**config.mk**
```make
export PLATFORM = sky130hd
export DESIGN_NAME = mem_arbiter_flat
export DESIGN_NICKNAME = d
export VERILOG_FILES = /design/src/rtl/mem_arbiter_if.sv /design/src/rtl/mem_arbiter.sv /design/src/flat_wrapper.sv
export SDC_FILE = /design/constraint.sdc
export NUM_CORES = 1
export LEC_CHECK = 0
export ABC_AREA = 1
export ABC_CLOCK_PERIOD_IN_PS = 3600
export BUFFER_PORTS_ARGS = -buffer_cell sky130_fd_sc_hd__buf_4
export CORE_ASPECT_RATIO = 0.9
export CORE_UTILIZATION = 46
export CTS_CLUSTER_SIZE = 20
export DETAILED_ROUTE_END_ITERATION = 10
export PLACE_DENSITY = 0.81
export SYNTH_ARGS = -nofsm -noshare
export SYNTH_HDL_FRONTEND = slang
export SYNTH_SLANG_ARGS = --single-unit
```
**constraint.sdc**
```tcl
create_clock -name clock -period 3.6 [get_ports clock]
set_clock_uncertainty 0.2 [all_clocks]
set_input_delay 0 -clock clock [delete_from_list [all_inputs] [get_ports clock]]
set_output_delay 0 -clock clock [all_outputs]
set_load 0.02 [all_outputs]
```
**src/rtl/mem_arbiter_if.sv**
```systemverilog
// Bundles the fetch, load/store and memory-port signals of the arbiter.
// slave = arbiter side, master = requesters plus memory side.
interface mem_arbiter_if #(
    parameter int NBITS = 8
);
    logic             i_req;
    logic [NBITS-1:0] i_addr;
    logic             i_ack;
    logic [NBITS-1:0] i_rdata;
    logic             d_req;
    logic             d_we;
    logic [NBITS-1:0] d_addr;
    logic [NBITS-1:0] d_wdata;
    logic             d_ack;
    logic [NBITS-1:0] d_rdata;
    logic             m_req;
    logic             m_we;
    logic [NBITS-1:0] m_addr;
    logic [NBITS-1:0] m_wdata;
    logic             m_busy;
    logic [NBITS-1:0] m_rdata;
    logic             stall;

    modport slave (
        input  i_req, i_addr, d_req, d_we, d_addr, d_wdata, m_busy, m_rdata,
        output i_ack, i_rdata, d_ack, d_rdata, m_req, m_we, m_addr, m_wdata, stall
    );

    modport master (
        output i_req, i_addr, d_req, d_we, d_addr, d_wdata, m_busy, m_rdata,
        input  i_ack, i_rdata, d_ack, d_rdata, m_req, m_we, m_addr, m_wdata, stall
    );
endinterface

```
**src/rtl/mem_arbiter.sv**
```systemverilog
// Shares one memory port between fetch and load/store; data wins unless fetch is starved.
// Ack two cycles after grant with m_busy=0, +1 per busy cycle; requests wait (stall) meanwhile.
module mem_arbiter #(
    parameter int NBITS     = 8,
    parameter int MAXSTARVE = 4
) (
    input  logic          clock,
    input  logic          reset,
    mem_arbiter_if.slave  bus
);
    localparam int            CW   = $clog2(MAXSTARVE + 1);
    localparam logic [CW-1:0] MAXC = CW'(MAXSTARVE);

    typedef enum logic [1:0] {IDLE, BUS_D, BUS_I, RESP} state_t;

    state_t           r_state;
    state_t           w_next;
    logic [NBITS-1:0] r_addr;
    logic [NBITS-1:0] r_wdata;
    logic [NBITS-1:0] r_i_rdata;
    logic [NBITS-1:0] r_d_rdata;
    logic             r_we;
    logic             r_resp_d;
    logic [CW-1:0]    r_cnt;

    logic             w_starved;
    logic             w_grant_d;
    logic             w_grant_i;
    logic             w_on_bus;
    logic             w_done;
    logic             w_m_req;
    logic             w_m_we;
    logic [NBITS-1:0] w_m_addr;
    logic [NBITS-1:0] w_m_wdata;
    logic             w_i_ack;
    logic             w_d_ack;

    // A pending fetch that has lost MAXSTARVE grants in a row takes the next slot.
    assign w_starved = bus.i_req && (r_cnt == MAXC);
    assign w_grant_d = (r_state == IDLE) && bus.d_req && !w_starved;
    assign w_grant_i = (r_state == IDLE) && !w_grant_d && bus.i_req;
    assign w_on_bus  = (r_state == BUS_D) || (r_state == BUS_I);
    assign w_done    = w_on_bus && !bus.m_busy;

    always_ff @(posedge clock) begin
        if (!reset) begin
            r_state <= IDLE;
        end else begin
            r_state <= w_next;
        end
    end

    always_comb begin
        w_next = r_state;
        case (r_state)
            IDLE: begin
                if (w_grant_d) begin
                    w_next = BUS_D;
                end else if (w_grant_i) begin
                    w_next = BUS_I;
                end
            end
            BUS_D, BUS_I: begin
                if (!bus.m_busy) begin
                    w_next = RESP;
                end
            end
            RESP:    w_next = IDLE;
            default: w_next = IDLE;
        endcase
    end

    always_ff @(posedge clock) begin
        if (!reset) begin
            r_addr    <= '0;
            r_wdata   <= '0;
            r_we      <= 1'b0;
            r_resp_d  <= 1'b0;
            r_cnt     <= '0;
            r_i_rdata <= '0;
            r_d_rdata <= '0;
        end else begin
            if (w_grant_d) begin
                r_addr   <= bus.d_addr;
                r_we     <= bus.d_we;
                r_wdata  <= bus.d_wdata;
                r_resp_d <= 1'b1;
                if (bus.i_req && (r_cnt != MAXC)) begin
                    r_cnt <= r_cnt + 1'b1;
                end
            end else if (w_grant_i) begin
                r_addr   <= bus.i_addr;
                r_we     <= 1'b0;
                r_wdata  <= '0;
                r_resp_d <= 1'b0;
                r_cnt    <= '0;
            end
            if (w_done && (r_state == BUS_I)) begin
                r_i_rdata <= bus.m_rdata;
            end
            // Stores must leave the load-data register untouched.
            if (w_done && (r_state == BUS_D) && !r_we) begin
                r_d_rdata <= bus.m_rdata;
            end
        end
    end

    always_comb begin
        w_m_req   = 1'b0;
        w_m_we    = 1'b0;
        w_m_addr  = '0;
        w_m_wdata = '0;
        w_i_ack   = 1'b0;
        w_d_ack   = 1'b0;
        case (r_state)
            BUS_D, BUS_I: begin
                w_m_req   = 1'b1;
                w_m_we    = r_we;
                w_m_addr  = r_addr;
                w_m_wdata = r_wdata;
            end
            RESP: begin
                w_i_ack = !r_resp_d;
                w_d_ack = r_resp_d;
            end
            default: begin
                w_m_req = 1'b0;
            end
        endcase
    end

    assign bus.m_req   = w_m_req;
    assign bus.m_we    = w_m_we;
    assign bus.m_addr  = w_m_addr;
    assign bus.m_wdata = w_m_wdata;
    assign bus.i_ack   = w_i_ack;
    assign bus.d_ack   = w_d_ack;
    assign bus.i_rdata = r_i_rdata;
    assign bus.d_rdata = r_d_rdata;
    assign bus.stall   = (bus.i_req && !w_i_ack) || (bus.d_req && !w_d_ack);
endmodule

```
**src/flat_wrapper.sv**
```systemverilog
// flat-port wrapper written by rule: the top's interface ports become plain ports
module mem_arbiter_flat 
#(
    parameter int NBITS     = 8,
    parameter int MAXSTARVE = 4
)
  (clock, reset, bus_i_req, bus_i_addr, bus_d_req, bus_d_we, bus_d_addr, bus_d_wdata, bus_m_busy, bus_m_rdata, bus_i_ack, bus_i_rdata, bus_d_ack, bus_d_rdata, bus_m_req, bus_m_we, bus_m_addr, bus_m_wdata, bus_stall);
  mem_arbiter_if #(.NBITS(NBITS)) bus_i ();
  input  logic clock;
  input  logic reset;
  input wire logic [$bits(bus_i.i_req)-1:0] bus_i_req;
  input wire logic [$bits(bus_i.i_addr)-1:0] bus_i_addr;
  input wire logic [$bits(bus_i.d_req)-1:0] bus_d_req;
  input wire logic [$bits(bus_i.d_we)-1:0] bus_d_we;
  input wire logic [$bits(bus_i.d_addr)-1:0] bus_d_addr;
  input wire logic [$bits(bus_i.d_wdata)-1:0] bus_d_wdata;
  input wire logic [$bits(bus_i.m_busy)-1:0] bus_m_busy;
  input wire logic [$bits(bus_i.m_rdata)-1:0] bus_m_rdata;
  output wire logic [$bits(bus_i.i_ack)-1:0] bus_i_ack;
  output wire logic [$bits(bus_i.i_rdata)-1:0] bus_i_rdata;
  output wire logic [$bits(bus_i.d_ack)-1:0] bus_d_ack;
  output wire logic [$bits(bus_i.d_rdata)-1:0] bus_d_rdata;
  output wire logic [$bits(bus_i.m_req)-1:0] bus_m_req;
  output wire logic [$bits(bus_i.m_we)-1:0] bus_m_we;
  output wire logic [$bits(bus_i.m_addr)-1:0] bus_m_addr;
  output wire logic [$bits(bus_i.m_wdata)-1:0] bus_m_wdata;
  output wire logic [$bits(bus_i.stall)-1:0] bus_stall;
  assign bus_i.i_req = bus_i_req;
  assign bus_i.i_addr = bus_i_addr;
  assign bus_i.d_req = bus_d_req;
  assign bus_i.d_we = bus_d_we;
  assign bus_i.d_addr = bus_d_addr;
  assign bus_i.d_wdata = bus_d_wdata;
  assign bus_i.m_busy = bus_m_busy;
  assign bus_i.m_rdata = bus_m_rdata;
  assign bus_i_ack = bus_i.i_ack;
  assign bus_i_rdata = bus_i.i_rdata;
  assign bus_d_ack = bus_i.d_ack;
  assign bus_d_rdata = bus_i.d_rdata;
  assign bus_m_req = bus_i.m_req;
  assign bus_m_we = bus_i.m_we;
  assign bus_m_addr = bus_i.m_addr;
  assign bus_m_wdata = bus_i.m_wdata;
  assign bus_stall = bus_i.stall;
  mem_arbiter #(.NBITS(NBITS), .MAXSTARVE(MAXSTARVE)) u_core (.clock(clock), .reset(reset), .bus(bus_i));
endmodule
```
==> impl_metrics.csv, run 1 <==
group,metric,value,unit
synth,synthDistinctLibCells,27,
timing,drv_slew,0,
synth,syn_area,1911,um2
synth,yosys_warnings,0,
cells_and_area,regArea,780.7,um2
cells_and_area,area_growth,63.65,%
setup_path,path_max_fanout,19,
floorplan,die_w,69.94,um
cts,clock_sinks,39,
cells_and_area,drive_gt1_share,26.70,%
cts,htree_levels,2,
setup_path,ff2ff_path_depth,12,
pwr,switching_share,40.05,%
floorplan,dieArea,4416,um2
floorplan,rows,21,
global_route,grt_pass1_wl,9701,um
placement,dp_hpwl,3306,um
timing,tightest_slew,0.7250,ns
global_route,grt.total_usage,27.67,%
placement,port_buffers,74,
cts,cts-root-buf,"clkbuf_8",
timing,fin_crit_sh,88.33,%
cells_and_area,multi_input_area,898.4,um2
cts,clk_pin_slew,0.07,ns
setup_path,crit_end,"u_core.r_addr[7]",
synth,synth_top_area_share,40.86,%
pwr,p_leak,1.605,nW
cells_and_area,finalNonFillerCells,443,
synth,synth_seq_cells,39,
routing,first_pass_iters,4,
timing,maxSlewHeadroom,51.67,%
routing,detail-route-antenna-nets,0,
pwr,pwr-share-clk,17.4,%
global_route,grt_pass1_vias,2260,
cts,cts_resized,0,
pwr,p_int,0.001103,W
cells_and_area,fill_cells,256,
synth,avgSynthCellArea,7.156,um2
synth,synth-seq-area-share,40.86,%
timing,rsz0062_at_grt,"false",
pwr,design_power_total,0.001840,W
setup_path,startpoint_type,"register",
run_status,outcome,"finished, final reports clean",
cells_and_area,antenna_cells,0,
routing,routed_wl,5968,um
pwr,p_per_area,588.3,nW/um2
cts,clockBufferDepth,2,
routing,via_per_inst,4.953,
synth,ys_top_cells_by_area,"dfxtp_1 41%, nand2_1 12%, inv_1 7.9%",
timing,tns,0,ns
routing,routedWlPerCell,13.47,um
floorplan,core-area,3836,um2
setup_path,r2r_start,"u_core.r_state[0]",
routing,initialDrtViolationCount,121,
setup_path,crit_type,"reg -> reg",
run,cap_violations,0,
global_route,grt_overflow_total,0,
timing,hold_viol,0,
cts,cts_buffers,5,
setup_path,end_kind,"register",
floorplan,ioPinCount,75,
placement,gp_congestion,0.7278,
cts,cts_tree,"yes",
timing,setup_viol,0,
synth,synthCells,267,
pwr,seqPwrFrac,32.6,%
pwr,switching_power,0.0007368,W
global_route,antenna_found_initial,0,
setup_path,startpoint,"u_core.r_state[0]",
setup_path,crit_arrival,3.16,ns
pwr,pwr-share-comb,50.0,%
placement,dp.cells,378,
setup_path,worst_ep_required_time,3.58,ns
floorplan,initial_utilization,49.80,%
pwr,irDropWorstVdd,380.5,uV
worst_hold_path,holdCritPathClass,"in -> reg",
cells_and_area,finalNetCount,440,
synth,synth_top_area_cell,"dfxtp_1",
global_route,grt_max_degree,29,
synth,syn_nets,311,
setup_path,r2r_slack,0.42,ns
floorplan,die_h,63.14,um
timing,fmax,314.5,MHz
setup_path,regToRegEndpoint,"u_core.r_addr[7]",
routing,vias,2194,
cts,clock_latency,0.28,ns
timing,min_period,3.180,ns
routing,drc,0,
power groups by stage:
| stage | combinational [W] | sequential, W | clock, W |
|---|---|---|---|
| finish | 0.000920 | 0.000600 | 0.000319 |
| global route | 0.000997 | 0.000611 | 0.000348 |
| CTS | 0.000888 | 0.000592 | 0.000321 |
| detailed placement | 0.000759 | 0.000602 | 0 |
| global placement | 0.000744 | 0.000599 | 0 |
| floorplan | 0.000507 | 0.000632 | 0 |
sequential cells by signal, summed over array words and instances (netlist names):
| signal | count |
|---|---|
| u_core.bus.d_rdata | 8 |
| u_core.bus.i_rdata | 8 |
| u_core.r_addr | 8 |
| u_core.r_wdata | 8 |
| u_core.r_cnt | 3 |
| u_core.r_state | 2 |
| u_core.r_resp_d | 1 |
| u_core.r_we | 1 |
through the flow:
step	hold slack (ns)	area [um2]	utilization, %	setup slack [ns]
5_1_grt	0.1345	3127	81.51	0.2290
3_5_place_dp	0.06121	2456	64.02	1.308
4_1_cts	0.09069	3127	81.51	0.5378
2_1_floorplan	-0.06425	1911	-	1.867
3_3_place_gp	0.05360	2456	64.02	1.423
6_report	0.09605	3127	81.51	0.4200
worst max-delay path, stage by stage, from the launching register on:
cell           delay, ns
dfxtp_1             0.37
inv_1               0.09
ha_1                0.30
nand2_1             0.12
clkinv_1            0.11
nand2_2             0.27
inv_4               0.18
nand2_1             0.10
nand3_1             0.06
dlygate4sd3_1       0.59
nand2_1             0.07
dlygate4sd3_1       0.57
inv_1               0.05
layer usage:
metal  up-vias  wire, um  global-route usage (%)  part of all wire [%]
li1       1074         -                       -                     -
met1      1022      2275                   27.30                    38
met2        82      3215                   55.41                    54
met3        16       309                   5.440                   5.2
met4         0       167                   11.25                   2.8
met5         -         0                       0                     0
Yosys cell counts:
cell,number
inv_1,40
nor3_1,1
nor3_2,1
nand2_2,10
buf_6,2
dfxtp_1,39
buf_2,2
o21a_1,8
clkbuf_1,3
a21oi_2,10
nor2_2,1
o22ai_1,1
xnor2_1,1
buf_1,1
buf_12,1
inv_2,1
o21ai_4,1
clkinv_1,1
ha_1,6
inv_4,1
a21oi_1,1
nand2_1,60
xor2_1,1
nor2_1,40
o21ai_0,18
nand4_1,1
nand3_1,15
placed cells by master (no fill, tap or decap):
| master | count |
|---|---|
| clkinv_1 | 1 |
| nand4_1 | 1 |
| inv_4 | 1 |
| clkbuf_1 | 1 |
| inv_2 | 1 |
| nor3_2 | 1 |
| nand2_2 | 10 |
| nand3_1 | 15 |
| dfxtp_1 | 39 |
| inv_1 | 40 |
| buf_4 | 74 |
| xnor2_1 | 1 |
| o21ai_4 | 1 |
| nor2_2 | 1 |
| ha_1 | 6 |
| o22ai_1 | 1 |
| xor2_1 | 1 |
| nor3_1 | 1 |
| dlygate4sd3_1 | 57 |
| a21oi_1 | 1 |
| nand2_1 | 60 |
| o21a_1 | 8 |
| nor2_1 | 40 |
| o21ai_0 | 18 |
| a21oi_2 | 10 |
| clkbuf_8 | 7 |
cells by family (layout without fill, tap and decap cells):
| logic type | after synthesis | count (layout) | synth area share [%] |
|---|---|---|---|
| buf+inv | 52 | 182 | 12.11 |
| flops | 39 | 39 | 40.86 |
| simple gates | 129 | 129 | 28.29 |
| fa+ha+maj | 6 | 6 | 3.929 |
| xor+xnor | 2 | 2 | 0.9170 |
| compound gates | 39 | 39 | 13.88 |
what timing repair did:
| item | CTS | global route |
|---|---|---|
| endpoints found under the hold margin | 38 | 0 |
| endpoints found under the setup margin | 0 | 0 |
| hold buffers | 57 | 0 |
| setup buffers | 0 | 0 |
how the worst min path moves through the flow:
stage / start / to / slack, ns / cells after the start
4_1_cts: bus_d_req / u_core.r_state[1] / 0.09 / 6
2_1_floorplan: bus_d_wdata[3] / u_core.r_wdata[3] / -0.06 / 2
3_5_place_dp: bus_d_wdata[2] / u_core.r_wdata[2] / 0.06 / 3
3_3_place_gp: bus_d_wdata[0] / u_core.r_wdata[0] / 0.05 / 3
6_report: bus_d_req / u_core.r_state[1] / 0.1 / 6
5_1_grt: bus_d_req / u_core.r_state[0] / 0.13 / 6
cell type report:
class | count | share of cell area [%]
clock buffer | 8 | 3.201
multi-input combinational | 176 | 28.73
timing repair buffer | 131 | 36.01
sequential | 39 | 24.97
tap | 46 | 1.841
inverter | 43 | 5.242
Note: power is estimated with default switching activity, not from simulation.
==> run 2, diff against run 1 <==
ABC_CLOCK_PERIOD_IN_PS = 4000   (was 3600)
clock period = 4 ns   (was 3.6 ns; I/O delays follow)
==> impl_metrics.csv, run 2 (synthesis gave the netlist of run 1 again) <==
group,metric,value,unit
setup_path,slowest_stage,"dlygate4sd3_1",
floorplan,die_w,69.94,um
placement,port_buffers,74,
routing,routedWlPerCell,13.16,um
setup_path,startpoint,"u_core.r_state[0]",
cts,cts-root-buf,"clkbuf_8",
setup_path,startpoint_type,"register",
worst_hold_path,holdCritPathClass,"in -> reg",
global_route,grt_overflow_total,0,
setup_path,worst_ep_required_time,3.99,ns
timing,setup_viol,0,
setup_path,cpPeakStageDelay,0.56,ns
cells_and_area,drive_gt1_share,27.04,%
pwr,switching_power,0.0006550,W
pwr,irDropWorstVdd,316.3,uV
global_route,grt.total_usage,27.16,%
timing,tightest_slew,0.7001,ns
placement,placed_area,2456,um2
cts,holdBufCountCts,53,
setup_path,crit_type,"reg -> reg",
pwr,p_int,0.0009566,W
global_route,grt_use_met2,53.13,%
pwr,seqPwrFrac,33.5,%
routing,via_per_inst,4.936,
cells_and_area,final_cell_mix,"74 x buf_4, 60 x nand2_1, 53 x dlygate4sd3_1, 40 x inv_1, 40 x nor2_1",
setup_path,regToRegEndpoint,"u_core.r_addr[3]",
placement,gp_congestion,0.7281,
cells_and_area,finalNetCount,436,
floorplan,rows,21,
timing,holdWs,-0.001494,ns
global_route,grt_pass1_wl,9535,um
setup_path,crit_buf_inv,6,
cts,clockBufferDepth,2,
global_route,use_met1,26.91,%
pwr,p_per_area,524.2,nW/um2
floorplan,dieArea,4416,um2
setup_path,end_kind,"register",
pwr,pwr-share-comb,49.8,%
timing,hold_viol,1,
cells_and_area,stdcell_area,3074,um2
placement,dp_hpwl,3349,um
setup_path,crit_family,"buffers and inverters",
global_route,met3_usage,5.760,%
pwr,switching_share,40.64,%
setup_path,cp_cell_sequence,"inv_1, ha_1, nand2_1, clkinv_1, nand2_2, inv_4, nand2_1, nand3_1, dlygate4sd3_1, nand2_1, dlygate4sd3_1, inv_1",
floorplan,core-area,3836,um2
cts,clock_latency,0.28,ns
routing,drc,0,
run,cap_violations,0,
routing,initialDrtViolationCount,190,
timing,drv_slew,0,
timing,min_period,3.058,ns
run_status,violations,"hold timing",
routing,routed_wl,5762,um
cells_and_area,antenna_cells,0,
cells_and_area,area_growth,60.90,%
timing,fin_crit_sh,76.45,%
timing,fmax,327.0,MHz
cts,cts_resized,0,
setup_path,crit_end,"u_core.r_addr[3]",
setup_path,crit_arrival,3.05,ns
global_route,grt_max_degree,29,
run_status,outcome,"finished, violations left",
timing,maxSlewHeadroom,53.33,%
timing,rsz0062_at_grt,"false",
global_route,busiest_layer,"met2",
floorplan,ioPinCount,75,
routing,detail-route-antenna-nets,0,
setup_path,path_max_fanout,19,
routing,vias,2162,
pwr,pwr-share-clk,16.7,%
pwr,p_leak,1.591,nW
cts,cts_buffers,5,
cts,htree_levels,2,
cells_and_area,mostFrequentLayoutCell,"buf_4",
cts,clk_pin_slew,0.08,ns
setup_path,r2r_start,"u_core.r_state[0]",
global_route,antenna_found_initial,0,
global_route,grt_pass1_vias,2216,
setup_path,path_depth,12,
floorplan,die_h,63.14,um
routing,first_pass_iters,5,
setup_path,r2r_slack,0.94,ns
floorplan,initial_utilization,49.80,%
cts,clock_sinks,39,
cts,cts_tree,"yes",
setup_path,ff2ff_path_depth,12,
cts,post_cts_buffers,0,
setup_path,crit_top_cell,"nand2_1",
timing,tns,0,ns
## run 2: metrics by stage
step	util [%]	worst slack, ns	hold slack (ns)	total power [W]	instances
after global placement	64.02	1.823	0.05360	0.001209	378
after detailed placement	64.02	1.707	0.06379	0.001227	378
after floorplan	-	2.267	-0.06425	0.001025	267
after CTS	80.14	0.9525	0.0004353	0.001582	438
after global routing	80.14	0.7285	0.06209	0.001715	438
final	80.14	0.9419	-0.001494	0.001612	438
## run 2: layout make-up
cell class,instances,area [um2]
Sequential cell,39,780.7
Multi-Input combinational cell,176,898.4
Inverter,43,163.9
Timing Repair Buffer,127,1086
Clock inverter,1,5.005
Tap cell,46,57.56
Fill cell,273,762.0
Clock buffer,6,82.58
## run 2: power by group through the flow
stage               logic (W)  registers [W]  clock network [W]
floorplan            0.000456       0.000569                  0
global placement     0.000670       0.000539                  0
detailed placement   0.000684       0.000542                  0
CTS                  0.000782       0.000534           0.000266
global route         0.000876       0.000549           0.000291
finish               0.000803       0.000540           0.000269
## run 2: worst min path at each step
| stage | cells after the start | to | start | slack (ns) |
|---|---|---|---|---|
| CTS | 5 | u_core.r_cnt[1] | bus_d_req | 0.0004 |
| global placement | 3 | u_core.r_wdata[0] | bus_d_wdata[0] | 0.05 |
| global route | 5 | u_core.r_cnt[1] | bus_d_req | 0.06 |
| finish | 5 | u_core.r_cnt[1] | bus_d_req | -0.001 |
| floorplan | 2 | u_core.r_wdata[3] | bus_d_wdata[3] | -0.06 |
| detailed placement | 3 | u_core.r_wdata[3] | bus_d_wdata[3] | 0.06 |
## run 2: worst min-delay path: stages
cell	delay, ns
buf_4	0.13
nand2_1	0.06
clkinv_1	0.10
nand4_1	0.09
a21oi_1	0.06
## run 2: per-layer routing
layer	vias up	wire length, um
met5	-	0
met4	0	187
met3	20	331
met2	97	3097
met1	980	2146
li1	1065	-
